[src/rtl/melody_pkg.sv]
// Shared types and constants for the melody player: note fields, pitch table, FSM states.
package melody_pkg;

    localparam int PITCH_W = 4;
    localparam int DUR_W   = 4;
    localparam int NOTE_W  = PITCH_W + DUR_W;
    localparam int TONE_W  = 17;

    localparam logic [NOTE_W-1:0] END_MARKER = 8'h00;

    // Half-periods at 50 MHz for C4 D4 E4 F4 G4 A4 B4 C5 (pitch codes 1..8)
    localparam logic [TONE_W-1:0] HALF_PERIOD [8] = '{
        17'd95556, 17'd85131, 17'd75843, 17'd71586,
        17'd63776, 17'd56818, 17'd50619, 17'd47778
    };

    typedef enum logic [2:0] {
        IDLE = 3'd0,
        LOAD = 3'd1,
        PLAY = 3'd2,
        GAP  = 3'd3,
        DONE = 3'd4
    } state_t;

    function automatic logic is_tone(input logic [PITCH_W-1:0] p);
        return (p != 4'd0) && (p <= 4'd8);
    endfunction

    function automatic logic [TONE_W-1:0] eff_half(input logic [PITCH_W-1:0] p, input int shift);
        logic [TONE_W-1:0] h;
        logic [2:0]        idx;
        idx = p[2:0] - 3'd1;
        h   = HALF_PERIOD[idx] >> shift;
        if (!is_tone(p) || (h == 17'd0)) begin
            h = 17'd1;
        end else begin
            h = h;
        end
        return h;
    endfunction

endpackage

[src/rtl/melody_rom.sv]
// Per-song note ROM with a registered (one-cycle latency) read; unused entries hold the end marker.
module melody_rom
    import melody_pkg::*;
#(
    parameter int SONG_ID  = 0,
    parameter int SONG_LEN = 32,
    parameter int AW       = (SONG_LEN > 1) ? $clog2(SONG_LEN) : 1
) (
    input  logic              clock_in,
    input  logic              reset_n,
    input  logic [AW-1:0]     addr,
    output logic [NOTE_W-1:0] data
);

    logic [NOTE_W-1:0] data_r;
    logic [NOTE_W-1:0] word_s;
    logic [31:0]       idx_s;

    // Song contents lookup
    always_comb begin
        idx_s  = 32'(addr);
        word_s = END_MARKER;
        case (SONG_ID)
            32'sd0: begin
                case (idx_s)
                    32'd0:   word_s = 8'h62;
                    default: word_s = END_MARKER;
                endcase
            end
            32'sd1: begin
                case (idx_s)
                    32'd0:   word_s = 8'h11;
                    32'd1:   word_s = 8'h01;
                    32'd2:   word_s = 8'h81;
                    default: word_s = END_MARKER;
                endcase
            end
            32'sd2: begin
                case (idx_s)
                    32'd0:   word_s = 8'h11;
                    32'd1:   word_s = 8'h81;
                    32'd2:   word_s = 8'h31;
                    32'd3:   word_s = 8'h51;
                    default: word_s = END_MARKER;
                endcase
            end
            default: word_s = END_MARKER;
        endcase
    end

    // Registered read port
    always_ff @(posedge clock_in or negedge reset_n) begin
        if (!reset_n) begin
            data_r <= END_MARKER;
        end else begin
            data_r <= word_s;
        end
    end

    assign data = data_r;

endmodule

[src/rtl/melody_player.sv]
// Single-song buzzer player: fetches notes from melody_rom, plays each as a square wave
// for its duration, then a silent gap. buzzer_out is 0 whenever no note is sounding.
module melody_player
    import melody_pkg::*;
#(
    parameter int SONG_ID     = 0,
    parameter int SONG_LEN    = 32,
    parameter int UNIT_CYCLES = 6_250_000,
    parameter int GAP_CYCLES  = 625_000,
    parameter int TONE_SHIFT  = 0
) (
    input  logic clock_in,
    input  logic reset_n,
    input  logic start,
    input  logic stop,
    output logic buzzer_out,
    output logic busy,
    output logic done
);

    localparam int AW = (SONG_LEN > 1) ? $clog2(SONG_LEN) : 1;
    localparam int UW = (UNIT_CYCLES > 1) ? $clog2(UNIT_CYCLES) : 1;
    localparam int GW = (GAP_CYCLES > 1) ? $clog2(GAP_CYCLES) : 1;
    localparam logic [AW-1:0] ADDR_LAST = AW'(SONG_LEN - 1);
    localparam logic [UW-1:0] UNIT_LAST = UW'(UNIT_CYCLES - 1);
    localparam logic [GW-1:0] GAP_LAST  = GW'(GAP_CYCLES - 1);

    state_t               state_r, state_nxt_s;
    logic [AW-1:0]        addr_r, addr_nxt_s;
    logic [PITCH_W-1:0]   pitch_r, pitch_nxt_s;
    logic [DUR_W-1:0]     units_r, units_nxt_s;
    logic [UW-1:0]        unit_cnt_r, unit_cnt_nxt_s;
    logic [TONE_W-1:0]    tone_cnt_r, tone_cnt_nxt_s;
    logic [GW-1:0]        gap_cnt_r, gap_cnt_nxt_s;
    logic                 buzz_r, buzz_nxt_s;
    logic                 busy_r, done_r;
    logic [NOTE_W-1:0]    rom_word_s;
    logic [TONE_W-1:0]    half_last_s;

    // ROM is addressed with the next address so the word is ready during LOAD
    melody_rom #(
        .SONG_ID  (SONG_ID),
        .SONG_LEN (SONG_LEN),
        .AW       (AW)
    ) u_rom (
        .clock_in (clock_in),
        .reset_n  (reset_n),
        .addr     (addr_nxt_s),
        .data     (rom_word_s)
    );

    assign half_last_s = eff_half(pitch_r, TONE_SHIFT) - 17'd1;

    // Next-state and next-counter logic
    always_comb begin
        state_nxt_s    = state_r;
        addr_nxt_s     = addr_r;
        pitch_nxt_s    = pitch_r;
        units_nxt_s    = units_r;
        unit_cnt_nxt_s = unit_cnt_r;
        tone_cnt_nxt_s = tone_cnt_r;
        gap_cnt_nxt_s  = gap_cnt_r;
        buzz_nxt_s     = buzz_r;
        if (stop) begin
            state_nxt_s    = IDLE;
            addr_nxt_s     = '0;
            pitch_nxt_s    = '0;
            units_nxt_s    = '0;
            unit_cnt_nxt_s = '0;
            tone_cnt_nxt_s = '0;
            gap_cnt_nxt_s  = '0;
            buzz_nxt_s     = 1'b0;
        end else begin
            case (state_r)
                IDLE: begin
                    if (start) begin
                        state_nxt_s = LOAD;
                        addr_nxt_s  = '0;
                    end else begin
                        state_nxt_s = IDLE;
                    end
                end
                LOAD: begin
                    if (rom_word_s[DUR_W-1:0] == 4'd0) begin
                        state_nxt_s = DONE;
                    end else begin
                        state_nxt_s    = PLAY;
                        pitch_nxt_s    = rom_word_s[NOTE_W-1:DUR_W];
                        units_nxt_s    = rom_word_s[DUR_W-1:0];
                        unit_cnt_nxt_s = '0;
                        tone_cnt_nxt_s = '0;
                        buzz_nxt_s     = is_tone(rom_word_s[NOTE_W-1:DUR_W]);
                    end
                end
                PLAY: begin
                    if (tone_cnt_r == half_last_s) begin
                        tone_cnt_nxt_s = '0;
                        buzz_nxt_s     = is_tone(pitch_r) ? ~buzz_r : 1'b0;
                    end else begin
                        tone_cnt_nxt_s = tone_cnt_r + 1'b1;
                    end
                    // Unit boundary: either count down remaining units or end the note
                    if (unit_cnt_r == UNIT_LAST) begin
                        unit_cnt_nxt_s = '0;
                        if (units_r == 4'd1) begin
                            state_nxt_s    = GAP;
                            units_nxt_s    = '0;
                            tone_cnt_nxt_s = '0;
                            gap_cnt_nxt_s  = '0;
                            buzz_nxt_s     = 1'b0;
                        end else begin
                            units_nxt_s = units_r - 4'd1;
                        end
                    end else begin
                        unit_cnt_nxt_s = unit_cnt_r + 1'b1;
                    end
                end
                GAP: begin
                    buzz_nxt_s = 1'b0;
                    if (gap_cnt_r == GAP_LAST) begin
                        gap_cnt_nxt_s = '0;
                        if (addr_r == ADDR_LAST) begin
                            state_nxt_s = DONE;
                        end else begin
                            state_nxt_s = LOAD;
                            addr_nxt_s  = addr_r + 1'b1;
                        end
                    end else begin
                        gap_cnt_nxt_s = gap_cnt_r + 1'b1;
                    end
                end
                DONE: begin
                    state_nxt_s = IDLE;
                end
                default: begin
                    state_nxt_s    = IDLE;
                    addr_nxt_s     = '0;
                    unit_cnt_nxt_s = '0;
                    tone_cnt_nxt_s = '0;
                    gap_cnt_nxt_s  = '0;
                    buzz_nxt_s     = 1'b0;
                end
            endcase
        end
    end

    // State, counters and registered outputs
    always_ff @(posedge clock_in or negedge reset_n) begin
        if (!reset_n) begin
            state_r    <= IDLE;
            addr_r     <= '0;
            pitch_r    <= '0;
            units_r    <= '0;
            unit_cnt_r <= '0;
            tone_cnt_r <= '0;
            gap_cnt_r  <= '0;
            buzz_r     <= 1'b0;
            busy_r     <= 1'b0;
            done_r     <= 1'b0;
        end else begin
            state_r    <= state_nxt_s;
            addr_r     <= addr_nxt_s;
            pitch_r    <= pitch_nxt_s;
            units_r    <= units_nxt_s;
            unit_cnt_r <= unit_cnt_nxt_s;
            tone_cnt_r <= tone_cnt_nxt_s;
            gap_cnt_r  <= gap_cnt_nxt_s;
            buzz_r     <= buzz_nxt_s;
            busy_r     <= (state_nxt_s != IDLE);
            done_r     <= (state_nxt_s == DONE);
        end
    end

    assign buzzer_out = buzz_r;
    assign busy       = busy_r;
    assign done       = done_r;

endmodule

[config.mk]
export PLATFORM = sky130hd
export DESIGN_NAME = melody_player
export DESIGN_NICKNAME = d
export VERILOG_FILES = /design/src/rtl/melody_pkg.sv /design/src/rtl/melody_rom.sv /design/src/rtl/melody_player.sv
export SDC_FILE = /design/constraint.sdc
export NUM_CORES = 1
export LEC_CHECK = 0
export ABC_CLOCK_PERIOD_IN_PS = 6700
export CAP_MARGIN = 30
export CORE_MARGIN = 10
export CORE_UTILIZATION = 50
export DETAILED_ROUTE_END_ITERATION = 8
export PLACE_DENSITY = 0.63
export SKIP_CTS_REPAIR_TIMING = 1
export SLEW_MARGIN = 15
export SYNTH_ARGS = -nofsm -noshare
export SYNTH_HDL_FRONTEND = slang
export SYNTH_SLANG_ARGS = --single-unit
[constraint.sdc]
create_clock -name clock_in -period 6.7 [get_ports clock_in]
set_input_delay 1.34 -clock clock_in [delete_from_list [all_inputs] [get_ports clock_in]]
set_output_delay 1.34 -clock clock_in [all_outputs]
set_load 0.01 [all_outputs]
Yosys cells after proc, flatten, opt, wreduce, memory -nomap -nowiden
Memory sizes are Yosys's and may differ from the RTL's.
Index checks and enable logic that the tools add are counted.
{ "totals": {"ff_bits": 87, "mem_bits_ro": 136, "input_bits": 4, "out_inout_bits": 3, "word_cells": 110, "mem_count": 1} }
{ "mem_list": {"columns": ["memory", "words", "word_bits", "rd", "rd_ports_with_merged_regs", "write_ports", "line_no", "source"], "rows": [
  ["(name not given)", 8, 17, 1, 0, 0, "melody_pkg.sv:33", "h = HALF_PERIOD[idx] >> shift;"]
]} }
{ "op_classes": {"addsub": 7, "magnitude_cmp": 3, "eq_ne": 17, "muxes": 47, "bitwise_logic": 2, "n_reduce_logical": 22} }
{ "ops": {"columns": ["op", "count"], "rows": [
  ["two-way mux 17 bit", 8],
  ["two-way mux 20 bit", 4],
  ["two-way mux 23 bit", 3],
  ["case mux 23 bit (3 select lines)", 1],
  ["case mux 20 bit (3 select lines)", 1],
  ["case mux 17 bit (3 select lines)", 1],
  ["two-way mux 4 bit", 7],
  ["adder 23 x 1 -> 23 bit, second input constant", 1],
  ["equality test 23 bit, second input constant", 1],
  ["adder 20 x 1 -> 20 bit, second input constant", 1],
  ["equality test 20 bit, second input constant", 1],
  ["two-way mux 5 bit", 4],
  ["two-way mux 3 bit", 6],
  ["adder 17 x 1 -> 17 bit, second input constant", 1],
  ["equality test 17 bit", 1],
  ["zero test 17 bit", 1],
  ["subtractor 17 x 1 -> 17 bit, second input constant", 1],
  ["case mux 5 bit (3 select lines)", 1],
  ["case mux 3 bit (4 select lines)", 1],
  ["!= test 3 bit, second input constant", 3],
  ["OR reduction 3 bit", 3],
  ["less-or-equal comparator 4 bit, second input constant", 2],
  ["case mux 4 bit (2 select lines)", 1],
  ["nonzero test 4 bit", 2],
  ["27 further kinds", 42]
]} }

Depth between registers and ports, before layout
{ "depth": {"ltp_word": 15, "depth_mapped": 9, "ltp_nobuf": 8} }

Modules after synthesis
Synthesis repeated with hierarchy kept, for this count alone.
{ "hier_totals": {"cells_unflattened": 668, "hier_area_um2": 5520.3} }
{ "modules_own_cells": {"columns": ["mod", "instances", "cells_each", "area_per_inst_um2", "seq_area_each_um2"], "rows": [
  ["melody_player", 1, 657, 5427.7, 1976.9],
  ["melody_rom", 1, 11, 92.6, 25.0]
]} }

Worst setup path after synthesis
OpenSTA, ideal clock, no wires.
{ "synth_timing": {"kind": "input port to flip-flop", "from": "input port start", "to": "register u_rom.data_r[5], in the netlist u_rom.data[5]", "arrival_ns": 2.725, "path_slack_ns": 3.865, "stages": 6, "cell_sequence": "or4b_1 > nand2_1 > a21oi_1 > or2_1 > a221o_1 > o41ai_1"} }
{ "synth_between": {"elab_chain_len": 5} }
{ "synth_rtl": {"columns": ["item", "line_no", "source"], "rows": [
  ["start: declaration", "melody_player.sv:14", "input logic start,"],
  ["two-way mux 5 bit", "melody_player.sv:76", "if (start) begin"],
  ["case mux 5 bit (3 select lines)", "melody_player.sv:74", "case (state_r)"],
  ["two-way mux 5 bit", "melody_player.sv:64", "if (stop) begin"],
  ["zero test 5 bit", "melody_rom.sv:25", "case (idx_s)"],
  ["two-way mux 7 bit", "melody_rom.sv:25", null],
  ["end signal: assignment", "melody_rom.sv:56", "data_r <= word_s;"],
  ["end: declaration", "melody_rom.sv:15", "logic [NOTE_W-1:0] data_r;"]
]} }
Every way passes these cells.
A chain may end at the register's enable or synchronous reset.

Worst setup path in the final report
{ "layout_timing": {"from": "input port stop", "to": "register gap_cnt_r[14]"} }
{ "layout_between": {"elab_chain_len": 2} }
{ "layout_rtl": {"columns": ["item", "line_no", "source"], "rows": [
  ["start: declaration", "melody_player.sv:15", "input logic stop,"],
  ["!= test 3 bit (no source line) or != test 2 x 1 -> 1 bit (tied branches)", null, null],
  ["AND reduction 3 bit (no source line)", null, null],
  ["end signal: assignment", "melody_player.sv:167", "gap_cnt_r <= gap_cnt_nxt_s;"],
  ["end: declaration", "melody_player.sv:34", "logic [GW-1:0] gap_cnt_r, gap_cnt_nxt_s;"]
]} }
Several ways; a longest one is shown, not always the timed one.

==> results.md <==
- Status: complete, no violations
- CP max stage delay: 710 ps
- Clock transition at the registers of the reported paths: 80 ps
- 1st-pass router iterations: 4
- Core Rows: 33
- VDD IR max: between 80 and 90 uV
- Arrival time worst endpoint: between 3000 and 4000 ps
- All-Layer GR Usage: around 15%
- FF-to-FF Start: unit_cnt_r[6]
- Worst hold margin: 480.8 ps
- Initial Utilization: approximately half
- Worst-Margin Slew: about 700 ps
- Clk buf depth: 2
- Finished Cell Area: 4710 um^2
- Commonest cells post-synth: 77 x dfrtp_1, 51 x nand2_1, 48 x nor2_1
- Bufs and invs on worst path: 2
- Final Net Count: between 400 and 500
- Crit share post-route: about 55%
- Routability congestion estimate: approximately 0.82
- Yosys Warn Count: 0
- Clock sinks: 77
- Unrepaired setup endpoints after global routing: no
- Area growth, synth to finish: 10.06%
- CP required: between 6000 and 7000 ps
- CP endpoint kind: flip-flop
- Hold Crit Start: gap_cnt_r[19]
- Min-delay worst type: flip-flop to flip-flop
- Post-route antenna net violation count: 0
- Fin util: a little under three fifths
- Post-synth top area share: 45.03%
- Vias per std cell: between 5 and 6
- Largest net degree at the start of global routing: between 40 and 50
- Flops & latches, synth: just under 80
- Crit path time final: between 3000 and 4000 ps
- Slew Viols, Final: 0
- Main combinational cell family by area after synthesis: simple AND/OR/NAND/NOR gates
- Setup WS pre-CTS: 2628 ps
- Ant. Diodes: 0
- Ys async rst share: 100.0%
- Die W: ~110 um
- Max Cap Viol: 0
- Vias: 3563
- Post-synthesis xor/xnor area fraction: approximately 5%
- Die span in y: between 100 and 150 um
- Most frequent cell after synthesis: dfrtp_1
- Slowest stage cell on the critical path: clkdlybuf4s50_1
- Max-slew headroom: between 50% and 60%
- Grt ovf: 0
- Core box area: between 8000 and 9000 um^2
- Post-Synthesis Cells: 481
- Syn_nets: 491
- Main area contributors after synthesis: dfrtp_1 45%, o21ai_0 5.3%, nand2_1 4.5%, nor2_1 4.2%, nand3_1 3.3%
- DRC errors left: 0
- Drt wl/cell: about 16 um
- Crit Path Max Fanout: 22
- Leading area contributor after synthesis: dfrtp_1
- WS Path Type: input pin to flip-flop
- I/O Buffers: 6
- Number of synthesized flops with an enable pin: 0
- CP delay by family, top: buffers and inverters
- PnR worst setup slack: roughly 3000 ps
- Power Density: 210.2 nW/um^2
- # IOs: 7
- Total chip power: about 990 uW
- Final Non-Filler Cells: between 500 and 600
- DP Area: 4449 um^2
- Antenna violations before repair: 0
- Post-synthesis cell type count: 62
- FILL cells: just under 800
- H-tree levels: 3
- Post-Syn Area: ~4300 um^2
- Final Skew: 14.34 ps
- CP Launch Type: input pin
- Cell total after placement: 581
- Fraction of layout cells with a size suffix above 1: approximately 6.1%
- Lkg Pwr: ~1.9 nW
- First-pass GRT wire length: about 16 mm
- Vias in the first global route: 3254
- Average size of a mapped cell: between 8 and 9 um^2
- CTS Buf Count: 9
- Critical path, cell by cell: clkdlybuf4s50_1, clkinv_1, nand2_1, a21o_2, nand2_1, o21ai_0, o21ai_0
- Post-synthesis adder-cell area fraction: roughly 1.8%
- Setup TNS: 0 ps
- WL final: about 9.3 mm
- Final hold violations: 0
- Hpwl dp: ~6.4 mm
- Upper clock frequency limit: approximately 270 MHz
- Main flop type after synthesis: dfrtp_1
- Final setup viols: 0
- Post-synthesis mux area share: 0%
- Area of the die: 12660 um^2
- Compound-Gate Fraction of Synth Area: a little under a fifth
- DRT iter0 DRCs: 193
- Worst setup startpoint: stop
- TritonCTS clock tree: done
- Register area share after synthesis: 45.03%
- Worst-Skew Late Latency: 340 ps
- Simple-gate share of the synthesized area: 27.72%
- Clock tree root driver cell: clkbuf_8
## final timing paths
kind	slack, ps	endpoint	depth (start not counted)
setup / recovery	3000	gap_cnt_r[14]	7
hold reg to reg	480	gap_cnt_r[19]	1
setup reg to reg	3840	gap_cnt_r[14]	6
max in group asynchronous	5160	done	2
hold / removal	480	gap_cnt_r[19]	1
min in group asynchronous	960	unit_cnt_r[10]	1
## power by group
group | total [mW] | internal, mW | leakage, nW | switching, mW
sequential | 0.484 | 0.472 | 1.06 | 0.0118
clock | 0.422 | 0.258 | 0.121 | 0.165
combinational | 0.0836 | 0.0294 | 0.752 | 0.0542
total | 0.990 | 0.759 | 1.94 | 0.231
## flip-flops by register name (all words and copies together) (netlist names)
| signal | count |
|---|---|
| pitch_r | 1 |
| busy | 1 |
| gap_cnt_r | 20 |
| unit_cnt_r | 23 |
| units_r | 4 |
| tone_cnt_r | 17 |
| state_r | 3 |
| addr_r | 5 |
| buzzer_out | 1 |
| u_rom.data | 1 |
| done | 1 |
## layer usage
metal / share of wire, % / vias up / global-route usage, % / routed length (um)
li1: - / 1780 / - / -
met1: 50 / 1735 / 19.73 / 4606
met2: 47 / 40 / 22.79 / 4331
met3: 2.5 / 8 / 2.290 / 237
met4: 1.3 / 0 / 6.345 / 121
met5: 0 / - / 0 / 0
## cell families (layout without fill, tap and decap cells)
logic type	after synthesis	count (layout)
adders and majority gates	6	6
buffers and inverters	27	40
xor gates and xnor gates	24	24
AOI/OAI and AO/OA	122	122
DFF	77	77
and+or+nand+nor	225	225
## cells in the final DEF (no fill, tap or decap), drive strengths merged, types with 4 or more instances in the layout
cell,count
nor3,13
nand4,17
xor2,15
xnor2,9
inv,10
nor2b,9
nor4,4
o31ai,10
a21oi,21
and2,9
dfrtp,77
nand3,29
ha,6
clkbuf,12
o21ai,53
nor2,49
and3,12
a31oi,8
or3,5
o41ai,4
nand2,51
buf,7
nor3b,6
clkdlybuf4s50,5
## cell type report
type / count / area (um^2) / share of cell area [%]
timing repair buffer: 13 / 127.6 / 2.710
multi-input combinational: 377 / 2242 / 47.61
sequential: 77 / 1927 / 40.91
inverter: 11 / 41.29 / 0.8767
tap: 105 / 131.4 / 2.790
clock buffer: 12 / 145.1 / 3.082
clock inverter: 4 / 95.09 / 2.019
No activity file was read; power rests on OpenSTA's default activity.
